## src/rtl/bcd_key_counter_pkg.sv

```systemverilog
// Shared types and constants for the two-digit BCD key counter.
// Digit limits, key FSM encoding and a bit-order helper.
package bcd_key_counter_pkg;

  localparam int DIGIT_W = 4;

  typedef logic [DIGIT_W-1:0] digit_t;

  localparam digit_t BCD_MAX  = 4'd9;
  localparam digit_t BCD_ZERO = 4'd0;

  typedef enum logic [1:0] {
    KEY_IDLE,
    KEY_ARMING,
    KEY_HELD,
    KEY_RELEASING
  } key_state_e;

  // Board vectors are ascending ranges with weight 1 leftmost.
  function automatic digit_t rev4(
    input logic [3:0] v
  );
    return {v[0], v[1], v[2], v[3]};
  endfunction

endpackage

```

## src/rtl/bcd_key_counter_if.sv

```systemverilog
// Board-side bundle of the key counter.
// Buttons, load switches and the two digit outputs.
interface bcd_key_counter_if;

  logic        V_KEY_UP;
  logic        V_KEY_DN;
  logic        V_SW_LOAD;
  logic [14:17] V_SW;
  logic [0:3]  G_BCD0;
  logic [0:3]  G_BCD1;
  logic        G_WRAP;

  modport master (
    output V_KEY_UP,
    output V_KEY_DN,
    output V_SW_LOAD,
    output V_SW,
    input  G_BCD0,
    input  G_BCD1,
    input  G_WRAP
  );

  modport slave (
    input  V_KEY_UP,
    input  V_KEY_DN,
    input  V_SW_LOAD,
    input  V_SW,
    output G_BCD0,
    output G_BCD1,
    output G_WRAP
  );

endinterface

```

## src/rtl/bcd_key_counter_key_debounce.sv

```systemverilog
// Per-button synchroniser, debounce FSM and press pulse.
// One pulse per accepted press; release never pulses.
module key_debounce
  import bcd_key_counter_pkg::*;
#(
  parameter int DEBOUNCE_CYCLES = 1000000
) (
  input  logic clk,
  input  logic rst_n,
  input  logic key_n,
  output logic press
);

  localparam int CW = $clog2(DEBOUNCE_CYCLES + 1);
  localparam logic [CW-1:0] CNT_LAST =
    CW'(DEBOUNCE_CYCLES - 1);
  localparam logic [CW-1:0] CNT_ONE = CW'(1);

  logic [1:0]    sync_q;
  key_state_e    state_q;
  logic [CW-1:0] cnt_q;
  logic          press_q;
  logic          lvl;

  assign lvl   = sync_q[1];
  assign press = press_q;

  // The entering sample already counts as the first one.
  always_ff @(posedge clk or negedge rst_n) begin
    if (!rst_n) begin
      sync_q  <= 2'b11;
      state_q <= KEY_IDLE;
      cnt_q   <= '0;
      press_q <= 1'b0;
    end else begin
      sync_q  <= {sync_q[0], key_n};
      press_q <= 1'b0;
      case (state_q)
        KEY_IDLE: begin
          if (!lvl) begin
            state_q <= KEY_ARMING;
            cnt_q   <= CNT_ONE;
          end
        end
        KEY_ARMING: begin
          if (lvl) begin
            state_q <= KEY_IDLE;
            cnt_q   <= '0;
          end else if (cnt_q == CNT_LAST) begin
            state_q <= KEY_HELD;
            cnt_q   <= '0;
            press_q <= 1'b1;
          end else begin
            cnt_q <= cnt_q + CNT_ONE;
          end
        end
        KEY_HELD: begin
          if (lvl) begin
            state_q <= KEY_RELEASING;
            cnt_q   <= CNT_ONE;
          end
        end
        KEY_RELEASING: begin
          if (!lvl) begin
            state_q <= KEY_HELD;
            cnt_q   <= '0;
          end else if (cnt_q == CNT_LAST) begin
            state_q <= KEY_IDLE;
            cnt_q   <= '0;
          end else begin
            cnt_q <= cnt_q + CNT_ONE;
          end
        end
        default: begin
          state_q <= KEY_IDLE;
          cnt_q   <= '0;
        end
      endcase
    end
  end

endmodule

```

## src/rtl/bcd_key_counter.sv

```systemverilog
// Two-digit BCD up/down counter driven by debounced keys.
// Load path, per-digit arithmetic and registered wrap pulse.
module bcd_key_counter
  import bcd_key_counter_pkg::*;
#(
  parameter int DEBOUNCE_CYCLES = 1000000
) (
  input logic              V_CLOCK_50,
  input logic              V_RST_N,
  bcd_key_counter_if.slave bus
);

  logic [1:0] rst_q;
  logic       rst_n;
  logic       up_p;
  logic       dn_p;
  logic [1:0] ld_q;
  digit_t     sw_in;
  digit_t     sw_s1_q;
  digit_t     sw_s2_q;
  digit_t     ones_q, ones_d;
  digit_t     tens_q, tens_d;
  logic       wrap_q, wrap_d;

  // Async assert, release aligned to the clock.
  always_ff @(posedge V_CLOCK_50 or negedge V_RST_N) begin
    if (!V_RST_N) rst_q <= 2'b00;
    else          rst_q <= {rst_q[0], 1'b1};
  end

  assign rst_n = rst_q[1];

  key_debounce #(
    .DEBOUNCE_CYCLES(DEBOUNCE_CYCLES)
  ) u_up (
    .clk  (V_CLOCK_50),
    .rst_n(rst_n),
    .key_n(bus.V_KEY_UP),
    .press(up_p)
  );

  key_debounce #(
    .DEBOUNCE_CYCLES(DEBOUNCE_CYCLES)
  ) u_dn (
    .clk  (V_CLOCK_50),
    .rst_n(rst_n),
    .key_n(bus.V_KEY_DN),
    .press(dn_p)
  );

  assign sw_in = rev4(bus.V_SW);

  always_ff @(posedge V_CLOCK_50 or negedge rst_n) begin
    if (!rst_n) begin
      ld_q    <= 2'b00;
      sw_s1_q <= BCD_ZERO;
      sw_s2_q <= BCD_ZERO;
    end else begin
      ld_q    <= {ld_q[0], bus.V_SW_LOAD};
      sw_s1_q <= sw_in;
      sw_s2_q <= sw_s1_q;
    end
  end

  always_comb begin
    ones_d = ones_q;
    tens_d = tens_q;
    wrap_d = 1'b0;
    if (ld_q[1]) begin
      if (sw_s2_q <= BCD_MAX) begin
        ones_d = sw_s2_q;
        tens_d = BCD_ZERO;
      end
    end else if (up_p && dn_p) begin
      ones_d = ones_q;
    end else if (up_p) begin
      if (ones_q == BCD_MAX) begin
        ones_d = BCD_ZERO;
        if (tens_q == BCD_MAX) begin
          tens_d = BCD_ZERO;
          wrap_d = 1'b1;
        end else begin
          tens_d = tens_q + 4'd1;
        end
      end else begin
        ones_d = ones_q + 4'd1;
      end
    end else if (dn_p) begin
      if (ones_q == BCD_ZERO) begin
        ones_d = BCD_MAX;
        if (tens_q == BCD_ZERO) begin
          tens_d = BCD_MAX;
          wrap_d = 1'b1;
        end else begin
          tens_d = tens_q - 4'd1;
        end
      end else begin
        ones_d = ones_q - 4'd1;
      end
    end
  end

  always_ff @(posedge V_CLOCK_50 or negedge rst_n) begin
    if (!rst_n) begin
      ones_q <= BCD_ZERO;
      tens_q <= BCD_ZERO;
      wrap_q <= 1'b0;
    end else begin
      ones_q <= ones_d;
      tens_q <= tens_d;
      wrap_q <= wrap_d;
    end
  end

  assign bus.G_BCD0 = rev4(ones_q);
  assign bus.G_BCD1 = rev4(tens_q);
  assign bus.G_WRAP = wrap_q;

endmodule

```

## src/flat_wrapper.sv

```systemverilog
// flat-port wrapper written by rule: the top's interface ports become plain ports
module bcd_key_counter_flat import bcd_key_counter_pkg::*;
#(
  parameter int DEBOUNCE_CYCLES = 1000000
)
  (V_CLOCK_50, V_RST_N, bus_V_KEY_UP, bus_V_KEY_DN, bus_V_SW_LOAD, bus_V_SW, bus_G_BCD0, bus_G_BCD1, bus_G_WRAP);
  bcd_key_counter_if bus_i ();
  input logic V_CLOCK_50;
  input logic V_RST_N;
  input wire logic [$bits(bus_i.V_KEY_UP)-1:0] bus_V_KEY_UP;
  input wire logic [$bits(bus_i.V_KEY_DN)-1:0] bus_V_KEY_DN;
  input wire logic [$bits(bus_i.V_SW_LOAD)-1:0] bus_V_SW_LOAD;
  input wire logic [$bits(bus_i.V_SW)-1:0] bus_V_SW;
  output wire logic [$bits(bus_i.G_BCD0)-1:0] bus_G_BCD0;
  output wire logic [$bits(bus_i.G_BCD1)-1:0] bus_G_BCD1;
  output wire logic [$bits(bus_i.G_WRAP)-1:0] bus_G_WRAP;
  assign bus_i.V_KEY_UP = bus_V_KEY_UP;
  assign bus_i.V_KEY_DN = bus_V_KEY_DN;
  assign bus_i.V_SW_LOAD = bus_V_SW_LOAD;
  assign bus_i.V_SW = bus_V_SW;
  assign bus_G_BCD0 = bus_i.G_BCD0;
  assign bus_G_BCD1 = bus_i.G_BCD1;
  assign bus_G_WRAP = bus_i.G_WRAP;
  bcd_key_counter #(.DEBOUNCE_CYCLES(DEBOUNCE_CYCLES)) u_core (.V_CLOCK_50(V_CLOCK_50), .V_RST_N(V_RST_N), .bus(bus_i));
endmodule
```

## config.mk

```make
export PLATFORM = sky130hd
export DESIGN_NAME = bcd_key_counter_flat
export DESIGN_NICKNAME = d
export VERILOG_FILES = /design/src/rtl/bcd_key_counter_pkg.sv /design/src/rtl/bcd_key_counter_if.sv /design/src/rtl/bcd_key_counter_key_debounce.sv /design/src/rtl/bcd_key_counter.sv /design/src/flat_wrapper.sv
export SDC_FILE = /design/constraint.sdc
export NUM_CORES = 1
export LEC_CHECK = 0
export BUFFER_PORTS_ARGS = -buffer_cell sky130_fd_sc_hd__buf_2
export CORE_MARGIN = 3
export CORE_UTILIZATION = 50
export CTS_CLUSTER_DIAMETER = 30
export DETAILED_ROUTE_END_ITERATION = 12
export PLACE_DENSITY = 0.72
export SLEW_MARGIN = 5
export SYNTH_ARGS = -nofsm -noshare
export SYNTH_HDL_FRONTEND = slang
export SYNTH_SLANG_ARGS = --single-unit
```

## constraint.sdc

```tcl
create_clock -name V_CLOCK_50 -period 2.7 [get_ports V_CLOCK_50]
set_input_delay 0.27 -clock V_CLOCK_50 [delete_from_list [all_inputs] [get_ports V_CLOCK_50]]
set_output_delay 0.27 -clock V_CLOCK_50 [all_outputs]
set_load 0.005 [all_outputs]
```

==> impl_results.md <==
- Status: finished clean
- Async SR Flop Fraction: 100%
- Die Ht: about 92 um
- GRT busiest layer: met2
- Largest cells by area after synthesis: dfrtp_1, a31oi_1, nand2_1, a21oi_1, o21ai_0
- Worst Path Arrival: between 2 and 2.5 ns
- Core area: between 6000 and 7000 um^2
- Footprint of the multi-input gates: around 1800 um^2
- Post-CTS Setup Inserts: 0
- Min-delay worst type: in2reg
- Largest net degree at the start of global routing: 39
- DR vias: 2964
- Sw Ratio: between 30% and 40%
- Startpoint Class: flop
- Max Transition Viols Final: 0
- Clock buffer depth: 2
- Total grt overflow: 0
- Inserted Diodes: 0
- Met3 Usage GRT: between 4 and 5%
- R2R setup slack: slightly above 0.6 ns
- Min Tclk post-route: roughly 2.1 ns
- Synth Instances: 392
- Period utilization: 77.6%
- Lkg Pwr: 1.70 nW
- Synth top area share: between 40% and 50%
- Syn_nets: approximately 400
- Die ar.: about 8500 um^2
- HPWL after DPL: approximately 4.9 mm
- Clock transition at path regs: around 0.080 ns
- Synthesized area: ~3700 um^2
- Yosys reg bits: between 70 and 80
- P per Cell Area: about 770 nW/um^2
- Routed vias/inst: ~6
- Final setup TNS: 0 ns
- Final hold viol count: 0
- M1 GR Usage: a little under a quarter
- Layout Cells excl Fill: roughly 500
- Syn Area/Cell: 9.45 um^2
- Register Area: between 1500 and 2000 um^2
- Drt pass-1 iters: 5
- Primary FF master, synth: dfrtp_1
- I/O pin cnt: 18
- CP Capture Type: flop
- Vias in the first global route: between 2k and 3k
- CTS buffer count: 9
- Max Cap Viol: 0
- Buffers on Ports: 17
- Post-synth EDFFs: 0
- Data required time of the worst path: about 3 ns
- Syn-to-layout area delta: 8.98%
- Post-CTS Resized: 0
- Slowest library cell on the worst path: dfrtp_1
- Share of cells above drive strength 1: ~14%
- Post-synth top area cell: dfrtp_1
- Final Setup Violations: 0
- Placed Cells: about 490
- Die extent in x: between 90 and 100 um
- Clock latency on the worst-skew pair: 0.35 ns
- GRT Overall Usage: approximately 18%
- GRT met2 Usage: 29.1%
- Setup Skew: between 0.01 and 0.015 ns
- Routed Antenna Nets: 0
- DR WL/cell: ~14 um
- Initial Utilization: between 50% and 60%
- CTS tree: yes
- Initial antenna violation count: 0
- Reg power frac: about 45%
- Fmax: approximately 480 MHz
- First-pass GRT wire length: around 12 mm
- CP peak stage delay: between 0.4 and 0.5 ns
- Residual DRC: 0
- Clk sink count: slightly above 70
- Combinational group share of total power: between 20 and 30%
- Post-Route WL: ~7 mm
- Worst-Margin Slew: approximately 0.71 ns
- Synth cell types: 61
- Slew HR: 52.4%
- Worst-path cell chain: ha_1 -> nand2_1 -> and4bb_2 -> a21oi_4 -> buf_12 -> a41oi_1 -> a31oi_1
- 1st-iter DRT viols: ~160
- RD Place Congestion: around 0.85
- Post-synthesis sequential area ratio: ~48%
- Root Buffer: clkbuf_8
- Critical path class: reg2reg
- Setup repair after global routing missed its margin: false
- FP Rows: 30
- Fin nets: between 400 and 500
- Crit-path max FO: 20
- Clk pwr share: 25.2%
- Synth Warn #: 0
- P_sw: 1.19 mW
- H-Tree Level Count: 3
- Filler cells: 627
- Peak VDD IR: between 0.4 and 0.5 mV
- Pint: 1.90 mW
flip-flops by register name, summed over array words and instances, names as in the netlist, 2 cells and up, named ones only:
| signal | flops |
|---|---|
| u_core.u_dn.cnt_q | 20 |
| u_core.u_up.cnt_q | 20 |
| u_core.ones_q | 4 |
| u_core.sw_s1_q | 4 |
| u_core.sw_s2_q | 4 |
| u_core.tens_q | 4 |
| u_core.ld_q | 2 |
| u_core.rst_q | 2 |
| u_core.u_dn.sync_q | 2 |
| u_core.u_up.sync_q | 2 |
cell usage in the layout (no fill, tap or decap), types with 6 or more instances in the layout:
| master | netlist | final |
|---|---|---|
| nand3_1 | 18 | 18 |
| buf_2 | 12 | 17 |
| and3_1 | 8 | 8 |
| o21ai_0 | 23 | 23 |
| mux2i_1 | 8 | 8 |
| nor3_1 | 6 | 6 |
| nand2b_1 | 8 | 8 |
| inv_1 | 9 | 9 |
| a21oi_1 | 29 | 29 |
| a41oi_1 | 6 | 6 |
| nand2_1 | 43 | 43 |
| dfrtp_1 | 67 | 66 |
| clkbuf_8 | 0 | 9 |
| a31oi_1 | 29 | 28 |
| nor2_1 | 25 | 25 |
| nand4_1 | 10 | 10 |
| and2_1 | 7 | 7 |
critical path: cells and delay by family (launching register included):
family	cells	cell delay [ns]
buffers and inverters	1	0.21
DFF	1	0.44
AOI/OAI and AO/OA	3	0.66
and+or+nand+nor	2	0.44
adders and majority gates	1	0.27
stage by stage:
step                hold slack [ns]  utilization [%]  worst slack (ns)  total power [mW]  instance area [um^2]
finish                       0.0175             57.8             0.604              3.09                  4040
detailed placement           0.0562             55.1             0.634              2.33                  3850
global route               0.000552             57.8             0.448              3.32                  4040
floorplan                   -0.0256                -             0.583              2.11                  3700
CTS                         0.00331             57.8             0.607              3.13                  4040
global placement             0.0549             55.1             0.700              2.29                  3850
timing repair:
item | CTS | global route
hold buffers | 1 | 0
hold endpoints to repair | 2 | 0
setup endpoints to repair | 0 | 0
path summary, 6_finish.rpt:
path                                 startpoint                    end  cells after the start
setup / recovery           u_core.u_up.cnt_q[0]  u_core.u_up.cnt_q[14]                      7
hold / removal                     bus_V_KEY_UP  u_core.u_up.sync_q[0]                      1
setup reg to reg           u_core.u_up.cnt_q[0]  u_core.u_up.cnt_q[14]                      7
hold reg to reg                 u_core.rst_q[1]  u_core.u_up.cnt_q[14]                      0
max in group asynchronous       u_core.rst_q[1]  u_core.u_up.sync_q[0]                      1
min in group asynchronous               V_RST_N        u_core.rst_q[1]                      2
power groups by stage:
stage	registers (mW)	clock network, mW	logic (mW)
3_5_place_dp	1.41	0	0.922
4_1_cts	1.39	0.809	0.925
5_1_grt	1.43	0.852	1.05
2_1_floorplan	1.33	0	0.781
6_report	1.39	0.780	0.916
3_3_place_gp	1.40	0	0.886
final cells by class:
type / instances / share of cell area, %
clock buffer: 9 / 3.07
clock inverter: 7 / 1.43
tap: 96 / 2.97
sequential: 71 / 44.2
multi-input combinational: 289 / 43.9
inverter: 9 / 0.837
timing repair buffer: 23 / 3.59
cells by family after synthesis:
| family | Yosys count | synth area share (%) |
|---|---|---|
| compound gates | 118 | 20.9 |
| xor+xnor | 5 | 1.18 |
| fa+ha+maj | 2 | 0.675 |
| buf+inv | 32 | 4.19 |
| flops | 71 | 48.1 |
| mux | 11 | 3.07 |
| other cells | 1 | 0.101 |
| simple gates | 152 | 21.8 |
per-layer routing:
metal,routed length [um],vias up
met5,0,-
met4,87,0
met3,295,10
met2,3340,61
met1,3440,1413
li1,-,1480
Yosys cell counts, drive strengths merged, types with 3 or more instances:
cell    count
dfrtp      67
nand2      43
a21oi      30
a31oi      29
nor2       25
o21ai      24
nand3      19
buf        17
nand4      10
inv         9
nor3        9
and3        8
mux2i       8
nand2b      8
and2        7
a41oi       6
clkbuf      6
a22o        4
dfstp       4
xnor2       4
a22oi       3
and4        3
and4b       3
mux2        3
nor3b       3
nor4        3
o211ai      3
or2         3
or3         3
Note: power is estimated with default switching activity, not from simulation.
